==> config.mk <==
export PLATFORM = sky130hd
export DESIGN_NAME = adc16dv160_rx
export DESIGN_NICKNAME = d
export VERILOG_FILES = /design/src/rtl/adc16dv160_rx.sv
export SDC_FILE = /design/constraint.sdc
export NUM_CORES = 1
export LEC_CHECK = 0
export ABC_AREA = 1
export CAP_MARGIN = 30
export CORE_MARGIN = 2
export CORE_UTILIZATION = 25
export DETAILED_ROUTE_END_ITERATION = 8
export PLACE_DENSITY = 0.43
export SLEW_MARGIN = 20
export SYNTH_ARGS = -nofsm -noshare
export SYNTH_HDL_FRONTEND = slang
export SYNTH_SLANG_ARGS = --single-unit
==> constraint.sdc <==
create_clock -name clk -period 6.45 [get_ports clk]
set_input_delay 1.29 -clock clk [delete_from_list [all_inputs] [get_ports clk]]
set_output_delay 1.29 -clock clk [all_outputs]
set_load 0.02 [all_outputs]
==> src/rtl/adc16dv160_rx.sv <==
// ADC16DV160 DDR receive deserializer with start/length capture control.
// Rise/fall byte pairs are re-interleaved into 16-bit samples and buffered in a FWFT FIFO.
module adc16dv160_rx #(
    parameter int FIFO_DEPTH = 16,
    parameter int LEN_W      = 16
) (
    input  logic                          clk,
    input  logic                          rstn,
    input  logic [7:0]                    d_rise,
    input  logic [7:0]                    d_fall,
    input  logic                          phase,
    input  logic                          start,
    input  logic [LEN_W-1:0]              len,
    output logic [15:0]                   m_data,
    output logic                          m_valid,
    input  logic                          m_ready,
    output logic                          m_last,
    output logic                          busy,
    output logic                          done,
    output logic                          overflow,
    output logic [$clog2(FIFO_DEPTH):0]   level
);

    localparam int AW = $clog2(FIFO_DEPTH);
    localparam logic [AW:0] FULL_C = (AW+1)'(FIFO_DEPTH);

    typedef enum logic [1:0] {
        S_IDLE,
        S_CAPTURE,
        S_DONE
    } state_t;

    state_t           state, state_nxt;
    logic [LEN_W-1:0] cnt, cnt_nxt;
    logic [7:0]       f_prev;
    logic [7:0]       odd_b, even_b;
    logic [15:0]      word;
    logic             last_w;
    logic             wr_req, ovf_clr;
    logic             full, pop, wr_ok, drop;
    logic [16:0]      mem [FIFO_DEPTH];
    logic [AW-1:0]    rd_ptr, wr_ptr;
    logic [AW:0]      count;

    // Falling-edge byte of the previous cycle, kept even while idle
    always_ff @(posedge clk or negedge rstn) begin
        if (!rstn) f_prev <= '0;
        else       f_prev <= d_fall;
    end

    // Pick odd/even bytes by pairing phase and interleave into a sample
    always_comb begin
        odd_b  = phase ? d_rise : f_prev;
        even_b = phase ? d_fall : d_rise;
        word   = '0;
        for (int k = 0; k < 8; k++) begin
            word[2*k+1] = odd_b[k];
            word[2*k]   = even_b[k];
        end
    end

    assign last_w = (cnt == LEN_W'(1));

    // Capture FSM state and sample counter
    always_ff @(posedge clk or negedge rstn) begin
        if (!rstn) begin
            state <= S_IDLE;
            cnt   <= '0;
        end else begin
            state <= state_nxt;
            cnt   <= cnt_nxt;
        end
    end

    // Next-state, counter and control outputs
    always_comb begin
        state_nxt = state;
        cnt_nxt   = cnt;
        wr_req    = 1'b0;
        ovf_clr   = 1'b0;
        busy      = 1'b0;
        done      = 1'b0;
        unique case (state)
            S_IDLE: begin
                if (start) begin
                    ovf_clr = 1'b1;
                    if (len != '0) begin
                        state_nxt = S_CAPTURE;
                        cnt_nxt   = len;
                    end else begin
                        state_nxt = S_DONE;
                    end
                end
            end
            S_CAPTURE: begin
                busy    = 1'b1;
                wr_req  = 1'b1;
                cnt_nxt = cnt - LEN_W'(1);
                if (last_w) state_nxt = S_DONE;
            end
            S_DONE: begin
                done      = 1'b1;
                state_nxt = S_IDLE;
            end
            default: state_nxt = S_IDLE;
        endcase
    end

    assign full  = (count == FULL_C);
    assign pop   = m_valid && m_ready;
    assign wr_ok = wr_req && (!full || pop);
    assign drop  = wr_req && full && !pop;

    // FIFO storage of {last, word}; no reset needed, outputs are gated
    always_ff @(posedge clk) begin
        if (wr_ok) mem[wr_ptr] <= {last_w, word};
    end

    // FIFO pointers and occupancy
    always_ff @(posedge clk or negedge rstn) begin
        if (!rstn) begin
            rd_ptr <= '0;
            wr_ptr <= '0;
            count  <= '0;
        end else begin
            if (wr_ok) wr_ptr <= wr_ptr + AW'(1);
            if (pop)   rd_ptr <= rd_ptr + AW'(1);
            if (wr_ok && !pop)      count <= count + (AW+1)'(1);
            else if (!wr_ok && pop) count <= count - (AW+1)'(1);
        end
    end

    // Sticky drop flag, cleared by an accepted start
    always_ff @(posedge clk or negedge rstn) begin
        if (!rstn)        overflow <= 1'b0;
        else if (ovf_clr) overflow <= 1'b0;
        else if (drop)    overflow <= 1'b1;
    end

    assign m_valid = (count != '0);
    assign m_data  = m_valid ? mem[rd_ptr][15:0] : 16'h0000;
    assign m_last  = m_valid && mem[rd_ptr][16];
    assign level   = count;

endmodule
* After elaboration in Yosys (flattened, before gate mapping)
Memories as Yosys holds them, arrays and structs flattened. Index checks and enable logic that the tools add are counted.
Word-level totals: input bits 37, bits in writable memories 272, flip-flop bits (word level) 40, logic and storage cells 59, memories 1, output and inout bits 26
Cells by class: equality and inequality tests 7, $add $sub $neg 5, mux-type cells 20, reductions and logical operators 19
Memories:
- mem | depth 16, width 17, read ports 1, clocked after Yosys merged registers in 0, wr ports 1, line 41 | logic [16:0] mem [FIFO_DEPTH];
Operators by type and width (number):
- two-way mux 16 bit | 3
- one-hot mux 16 bit (2 select lines) | 1
- equality test 16 x 1 -> 1 bit, second input constant | 1
- two-way mux 8 bit | 2
- nonzero test 16 bit | 1
- subtractor 16 x 1 -> 16 bit, second input constant | 1
- two-way mux 5 bit | 2
- adder 4 x 1 -> 4 bit, second input constant | 2
- two-way mux 1 bit | 8
- logical AND 1 bit | 7
- two-way mux 2 bit | 3
- inequality test 2 bit, second input constant | 3
- nonzero test 2 bit | 3
- adder 5 x 1 -> 5 bit, second input constant | 1
- equality test 5 bit, second input constant | 1
- nonzero test 5 bit | 1
- subtractor 5 x 1 -> 5 bit, second input constant | 1
- one-hot mux 2 bit (2 select lines) | 1
- zero test 1 bit | 3
- AND reduction 3 bit | 1
- equality test 2 x 1 -> 1 bit, second input constant | 1
- equality test 2 bit, second input constant | 1
- zero test 2 bit | 1
- AND reduction 2 bit | 1
- logical OR 1 bit | 1

* Logic depth before layout (Yosys ltp)
Gate-level depths: netlist of run 1.
depth in word-level cells 8, depth in mapped cells 14, mapped depth without buffers 14

* Worst setup path after synthesis of run 1
OpenSTA, ideal clock, no wires.
kind register to output, start point reg count[0] (netlist: level[0]), end point out m_data[10], data arrival time 1676 ps, path buffers 1, required time 5160 ps, cell stages (with the launch flop) 8, slack 3484 ps, cell sequence dfrtp_1 > inv_1 > nand3_1 > inv_1 > nand2_1 > clkinv_1 > buf_4 > a21oi_1
Between the ends: cells in the longest elaborated chain, start to end 2
Ends and longest elaborated chain:
- from (decl) | line 43 | logic [AW:0] count;
- from (signal assigned) | line 128 | if (wr_ok && !pop) count <= count + (AW+1)'(1);
- from (signal assigned) | line 129 | else if (!wr_ok && pop) count <= count - (AW+1)'(1);
- nonzero test 5 bit | line 140 | assign m_valid = (count != '0);
- net m_valid | line 15 | output logic m_valid,
- two-way mux 16 bit | line 141 | assign m_data = m_valid ? mem[rd_ptr][15:0] : 16'h0000;
- to (decl) | line 14 | output logic [15:0] m_data,
The timed path passes the listed nets, and every way through them passes these cells.

* Final worst setup path of run 1
start point reg rd_ptr[0], end point out m_data[13]
Between the ends: cells in the longest elaborated chain, start to end 2
Ends and longest elaborated chain:
- from (decl) | line 42 | logic [AW-1:0] rd_ptr, wr_ptr;
- from (signal assigned) | line 127 | if (pop) rd_ptr <= rd_ptr + AW'(1);
- memory read (16 x 17 bit)
- two-way mux 16 bit | line 141
Every way passes these cells.

==> results of run 1 <==
synth_stat cells:
library cell / instances / area, µm²
a21oi_2: 3 / 26.3
nand3b_1: 3 / 22.5
fa_1: 1 / 20.0
dfrtp_1: 40 / 1000
inv_1: 42 / 158
clkbuf_1: 7 / 26.3
clkinv_1: 2 / 7.51
nand2_1: 433 / 1630
nor3_1: 3 / 15.0
nand2_2: 4 / 25.0
a21boi_0: 2 / 15.0
edfxtp_1: 272 / 8170
a31oi_1: 1 / 6.26
a21oi_1: 29 / 145
nor2_1: 69 / 259
buf_4: 20 / 150
buf_6: 10 / 113
inv_2: 5 / 18.8
buf_2: 23 / 115
o211ai_1: 2 / 15.0
or2_2: 4 / 25.0
nand3_1: 233 / 1170
nor2_4: 2 / 22.5
nand4_1: 3 / 18.8
xnor2_1: 3 / 26.3
o21ai_0: 26 / 130
buf_1: 3 / 11.3
ha_1: 11 / 138
xor2_1: 7 / 61.3
worst max-delay path by stage:
stage	endpoint	slack, ps
floorplan	m_data[10]	3480
finish	m_data[13]	1140
global placement	m_data[13]	1670
detailed placement	m_data[7]	1680
global route	m_data[7]	900
CTS	m_data[7]	1120
metal layers:
layer  vias to the layer above  share of wire  global-route usage
li1                       4481              -                   -
met1                      4501           0.48               0.197
met2                       259           0.44               0.213
met3                        61          0.055              0.0240
met4                         2          0.025              0.0420
met5                         -        0.00031                   0
cell type report:
cell class | count | area, µm²
fillers | 5520 | 37700
flip-flops and latches | 312 | 9170
multi-input cells | 839 | 3810
clock buffers | 47 | 962
repair buffers | 106 | 953
well taps | 696 | 871
inverters | 49 | 186
clock inverters | 16 | 96.3
worst max-delay path, cell delays in order, from the launching register on:
cell and delay, ps:
dfrtp_4 750, inv_4 790, buf_4 460, nand2_1 100, nand3_1 80, nand3_1 90
nand2_1 90, nand2_1 50, a21oi_1 330, clkdlybuf4s50_1 690
power breakdown:
group | switching, W | total (W) | internal, W
Clock | 0.000831 | 0.00189 | 0.00105
Sequential | 0.000168 | 0.00276 | 0.00259
Combinational | 0.00186 | 0.00271 | 0.000850
metrics by stage:
step / total power [W] / instance area (µm²) / util
finish: 0.00736 / 16000 / 0.299
global route: 0.00779 / 16000 / 0.299
CTS: 0.00745 / 16000 / 0.299
detailed placement: 0.00555 / 15000 / 0.279
global placement: 0.00554 / 15000 / 0.278
floorplan: 0.00450 / 13500 / -
sequential cells by signal, summed over array words and instances, names as in the netlist:
register and cells:
mem 272, cnt 16, f_prev 8, level 5
rd_ptr 4, wr_ptr 4, state 2, overflow 1
cells by family after synthesis:
group,Yosys count
compound gates,63
xor+xnor,10
fa+ha+maj,12
buf+inv,112
flops,312
simple gates,754
==> impl_summary.md, run 1 <==
Min path
The worst hold path begins at cnt[15]$_DFFE_PN0P_. The worst hold path depth is 2. The worst hold path terminates at cnt[15]$_DFFE_PN0P_. In this run the worst hold path is classified as reg -> reg.

Place
The count of input and output buffers is 62. At the end of routability-driven placement, the weighted congestion stood at between 0.7 and 0.8. The post-placement cell count is between 2,000 and 2,500. The placement-stage worst setup slack is 1680 ps. The post-detailed-placement half-perimeter wirelength is around 22 mm.

Drt
In the routed layout, each cell is associated on average with a via count of around 4.5. The total via count after detailed routing is a little over 9,000. The first routing iteration left 742 violations.

The average routed wire per standard cell is around 19 µm. Summed over all layers, the routed wires come to around 39 mm. The post-route antenna net violation count is 0.

The number of DRC violations after detailed routing is 0. The first-pass iteration count of the detailed router is 6.

Cells and area
The most common cell after layout, fill and taps aside is nand2_1. Once layout is complete, the cells apart from fillers number 2,065. The share of cells above drive strength 1 is 0.0950. The antenna diode count is 0. Relative to the synthesized area, the layout overhead comes to 18.6%. The final layout contains ~1,400 nets. In the layout the commonest cells are nand2_1, edfxtp_1, nand3_1, clkdlybuf4s50_1, nor2_1.

Synth
The net count after synthesis is ~1,300. The xor and xnor fraction of the mapped netlist area is 0.00647. The simple-gate area share of the yosys netlist is 0.235. The total of flip-flops plus latches after synthesis is ~310. The unique cell type count in the Yosys netlist is 29. The total of warnings raised by yosys is 0. The fraction of the mapped netlist area in adder cells is 0.0117.

The share of the synthesized area in compound gates (AO/OA/AOI/OAI) was 0.0250. The mapped netlist covers 13,500 µm². Of the post-synthesis cell area, the part taken by muxes is 0. Counting every instance in the synthesized netlist gives about 1,300. Dividing the synthesized area by the synthesized cell count gives between 10 and 15 µm². By area, the combinational part of the netlist is dominated by simple AND/OR/NAND/NOR gates. The portion of the post-synthesis area used by sequential elements is 0.678.

Timing
Setup slack closes at about 1100 ps. The summed negative setup slack over all endpoints is 0 ps. The routed design could run at a clock period as short as 5310 ps. The number of failing hold endpoints at the final stage came to 0. The maximum achievable frequency is between 150 and 200 MHz. The final period utilization is 0.824. The number of pins exceeding their max-slew limit in the final report is 0.

Setup repair after global routing left no endpoint under its margin. Across the routed clock network, the largest skew measured is 30.8 ps. The worst slew slack as a fraction of its limit is 0.342. The tightest hold path in the finished design has a slack of approximately 510 ps. The transition at the pin with the smallest max-transition slack is just under 1000 ps. Setup violations remaining at the end of the flow were counted as 0.

Clocking
TritonCTS created 36 clock buffers. In this run, post-CTS repair resized a total of 0 instances. The clock tree from TritonCTS is done. The cell sitting at the root of the clock tree is a clkbuf_16. The H-tree depth is 2. After clock tree synthesis, the flow added hold-fix buffers numbering 0. The clock insertion delay at the later pin of the skew report is roughly 540 ps. The tree built by TritonCTS fans out to between 300 and 400 sinks. The clock edge transition at the registers on the reported setup and hold paths is around 60 ps. The longest clock path from root to sink contains 3 buffers. After clock tree synthesis, the setup repair step added 0 buffers.

Floorplan
The die covers about 56,000 µm². The I/O pin total is 63. From bottom edge to top edge, the die measures 237 µm. The floorplan step set the die width to ~240 µm. In this run the standard cell core region covers 53,700 µm². For this configuration, the core starts out at a cell density of 0.252. Row generation in the floorplan step produced 85 rows.

Power and ir drop
IR analysis of the VDD net gives a maximum drop of 0.226 mV. The leakage component of the power is 6.00 nW. The total power divided by cell area is 459 nW/µm².

Critical path
The critical path is of the reg -> out type. The beginning of the worst register-to-register path is state[1]$_DFFE_PN0P_. The path depth of the worst reg2reg path is 6.

The data arrival time of the worst path is about 4000 ps. In this run the critical register-to-register path is captured at mem[7][0]$_DFFE_PP_. In this run the worst setup path begins at rd_ptr[0]$_DFFE_PN0N_.

The data required time at the worst endpoint is just over 5000 ps. The critical path endpoint category is an output pin. The worst setup path is launched from a flip-flop. The slack of the worst reg-to-reg path is around 3100 ps. The largest driver fanout on the critical path is 83.

GRT
Entering global routing, the biggest net connects 84 pins. The wire length of the first global-routing pass is approximately 58 mm. The initial antenna violation count is 1. The total congestion overflow after global routing is 0.

The via count of the first global-routing pass is slightly above 9,000. The aggregate global-route resource usage is 0.138.

Status
The flow ran to the end, and the final reports show no timing, DRC or antenna violations.

Run
Max-cap violations in this run came to 0.
No activity file was read; power rests on OpenSTA's default activity.
==> inputs of run 2 (changes only) <==
--- a/config.mk
+++ b/config.mk
@@ -10,7 +10,7 @@
 export CORE_MARGIN = 2
 export CORE_UTILIZATION = 25
 export DETAILED_ROUTE_END_ITERATION = 8
-export PLACE_DENSITY = 0.43
+export PLACE_DENSITY = 0.44
 export SLEW_MARGIN = 20
 export SYNTH_ARGS = -nofsm -noshare
 export SYNTH_HDL_FRONTEND = slang
==> constraint.sdc (replaced) <==
create_clock -name clk -period 4.8 [get_ports clk]
set_input_delay 0.96 -clock clk [delete_from_list [all_inputs] [get_ports clk]]
set_output_delay 0.96 -clock clk [all_outputs]
set_load 0.02 [all_outputs]
==> run 2 against run 1 <==
Via count about the same. Non-clock buffer count increased by 2. Largest cell class unchanged. Combinational power increased by 40%. Largest power group is now combinational logic. Worst hold slack got worse by 200 ps. Final area increased by 0.89%. Setup slack got worse by 550 ps. Wire length increased by 0.99%.
==> impl_summary.md, run 2 (synthesis gave the netlist of run 1 again) <==
Status
The run finished with clean final reports.

Floorplan
The x dimension of the die is 237 µm (unchanged). The floorplan die area is 56,000 µm² (unchanged). The starting density of the core is 0.252 (unchanged). The I/O pin total came to 63 (unchanged). The core area came to 53,700 µm² (unchanged). The vertical extent of the die is 237 µm (unchanged).

The placement row count was 85 (unchanged).

Clocking
The H-tree depth came to 2 (unchanged). The clock insertion delay at the later pin of the skew report is 540 ps (about the same). The count of cells resized by post-cts repair was 0 (unchanged). The buffer cell driving the clock tree root is clkbuf_16. The buffer levels on the longest clock path was 3 (unchanged).

The buffer count from post-CTS setup fixing is 0 (unchanged). TritonCTS built the clock tree. The number of buffers created by CTS is 35 (-2.8%). The clock edge transition at the registers on the reported setup and hold paths is 60 ps (about the same). The post-cts hold buffer count was 0 (unchanged).

The number of sinks handled by clock tree synthesis was 312 (unchanged).

Timing
The worst setup margin was 582 ps (-554 ps). The number of pins exceeding their max-slew limit in the final report is 0 (unchanged). The maximum achievable frequency is between 200 and 250 MHz. The number of failing hold endpoints at the final stage was 0 (unchanged).

The final period utilization is 0.879. The summed negative setup slack over all endpoints is 0 ps (unchanged). The transition at the pin with the smallest max-transition slack is 909 ps (-78.5 ps).

The worst setup skew after layout was 25.9 ps (-4.87 ps). The worst slew slack as a fraction of its limit is 0.394 (+0.0523). The final critical delay including setup and external delays is ~4200 ps. Setup repair after global routing left no endpoint under its margin. The count of endpoints failing setup in the final report was 0 (unchanged).

Cells and area
The top cell types in the final layout, fill and taps aside, are nand2_1, edfxtp_1, nand3_1, clkdlybuf4s50_1, nor2_1. In the final layout, the registers with the most flip-flops are mem: 272 flops, cnt: 16 flops, f_prev: 8 flops. The share of cells above drive strength 1 is 0.0970 (+0.00205). The filler cell count is 5,503 (-0.31%).

The final core utilization is 0.301 (+0.00266). The register area is 9170 µm² (unchanged). mem holds more flip-flops than any other register. The post-layout instance count excluding filler cells is 2,067 (+0.097%). The net count reported at finish was 1,394 (+0.072%).

The multi-input combinational cell area came to 3840 µm² (+0.82%). The signed area change from the synthesized netlist to the final layout is 19.7%. The antenna diode count came to 0 (unchanged). The most common cell after layout, fill and taps aside is nand2_1.

The number of flip-flops under the largest register name was 272 (unchanged).

Place
The post-placement cell count is 2,002 (unchanged). The last weighted congestion value of the routability-driven placer is 0.773 (+2.5%). The post-detailed-placement half-perimeter wirelength is 24.3 mm (+9.6%).

The count of input and output buffers was 62 (unchanged). The placement-stage worst setup slack is 1120 ps (-560 ps).

GRT
The wire length of the first global-routing pass is 59.0 mm (+1.8%). The total congestion overflow after global routing is 0 (unchanged). The aggregate global-route resource usage was 0.140 (+0.00178).

The via count of the first global-routing pass came to 9,301 (+1.6%). The initial antenna violation count was 0 (-1). The pin count of the biggest net entering global routing is 139 (+65%).

Critical path
The largest driver fanout on the critical path came to 43 (-48%). The classification of the worst setup path is reg -> out. The data required time at the worst endpoint is 3840 ps (-1320 ps). The element type at the critical path start is a flip-flop. The critical path endpoint category is an output pin. The data arrival time of the worst path was 3260 ps (-760 ps).

Power and ir drop
The largest voltage drop on the vdd net came to 0.315 mV (+40%). The leakage component of the power came to 6.05 nW (+0.83%). The total power divided by cell area is 619 nW/µm² (+35%).

Drt
The total via count after detailed routing is 9,301 (-0.032%). The number of DRC violations after detailed routing is 0 (unchanged). The first-pass iteration count of the detailed router was 6 (unchanged). The post-route antenna net violation count is 0 (unchanged).

The average routed wire per standard cell is 18.8 µm (+0.89%). The total wire length after detailed routing is 38.9 mm (+0.99%). The via density per instance came to 4.50 (-0.13%).

The starting DRC count in detailed routing was 651 (-12%).

Min path
The worst hold-check path type is in -> async.

Run
The reported max-cap violation count is 0 (unchanged).
[run 2: cell types whose count changed in the layout (fill, tap and decap cells not counted), moves of 4 or more]
cell,change
buf_12,+6
buf_4,-6
a21oi_2,+4
a21oi_1,-4
clkbuf_1,+4
[run 2: critical path: stages (launching register included)]
cell	delay, ps
dfrtp_2	700
inv_2	400
buf_12	290
nand3_1	120
nand3_1	70
nand2_1	130
nand2_1	60
a21oi_1	240
clkdlybuf4s50_1	660
[run 2: stage by stage]
step | hold WS [ps] | cell area, µm² | total power, W
4_1_cts | 512 | 16200 | 0.0101
6_report | 309 | 16200 | 0.0100
5_1_grt | 319 | 16200 | 0.0106
3_5_place_dp | 493 | 15100 | 0.00757
3_3_place_gp | 486 | 15000 | 0.00756
2_1_floorplan | 471 | 13500 | 0.00605
[run 2: final timing paths]
| check | slack (ps) | to | depth (start not counted) | from |
|---|---|---|---|---|
| worst max-delay path | 580 | m_data[7] | 8 | rd_ptr[1]$_DFFE_PN0N_ |
| worst min-delay path | 310 | overflow$_DFFE_PN0P_ | 1 | rstn |
| worst max register to register | 2300 | mem[11][13]$_DFFE_PP_ | 8 | level[0]$_DFFE_PN0P_ |
| worst min register to register | 500 | overflow$_DFFE_PN0P_ | 2 | overflow$_DFFE_PN0P_ |
| max in group asynchronous | 3760 | rd_ptr[0]$_DFFE_PN0N_ | 3 | rstn |
| min in group clk | 500 | overflow$_DFFE_PN0P_ | 2 | overflow$_DFFE_PN0P_ |
[run 2: layout make-up]
class | instances | area share
clock buffers | 50 | 0.0588
well taps | 696 | 0.0538
clock inverters | 13 | 0.00742
multi-input cells | 839 | 0.237
inverters | 49 | 0.0115
repair buffers | 108 | 0.0649
flip-flops and latches | 312 | 0.567
[run 2: layer usage]
layer	vias to the layer above	share of wire	track usage
met5	-	0	0
met4	0	0.016	0.0318
met3	48	0.061	0.0303
met2	232	0.44	0.215
met1	4535	0.48	0.201
li1	4486	-	-
[run 2: report_power, final]
group | switching, W | internal [W]
Sequential | 0.000180 | 0.00348
Clock | 0.00111 | 0.00145
Combinational | 0.00260 | 0.00120
Total | 0.00389 | 0.00613
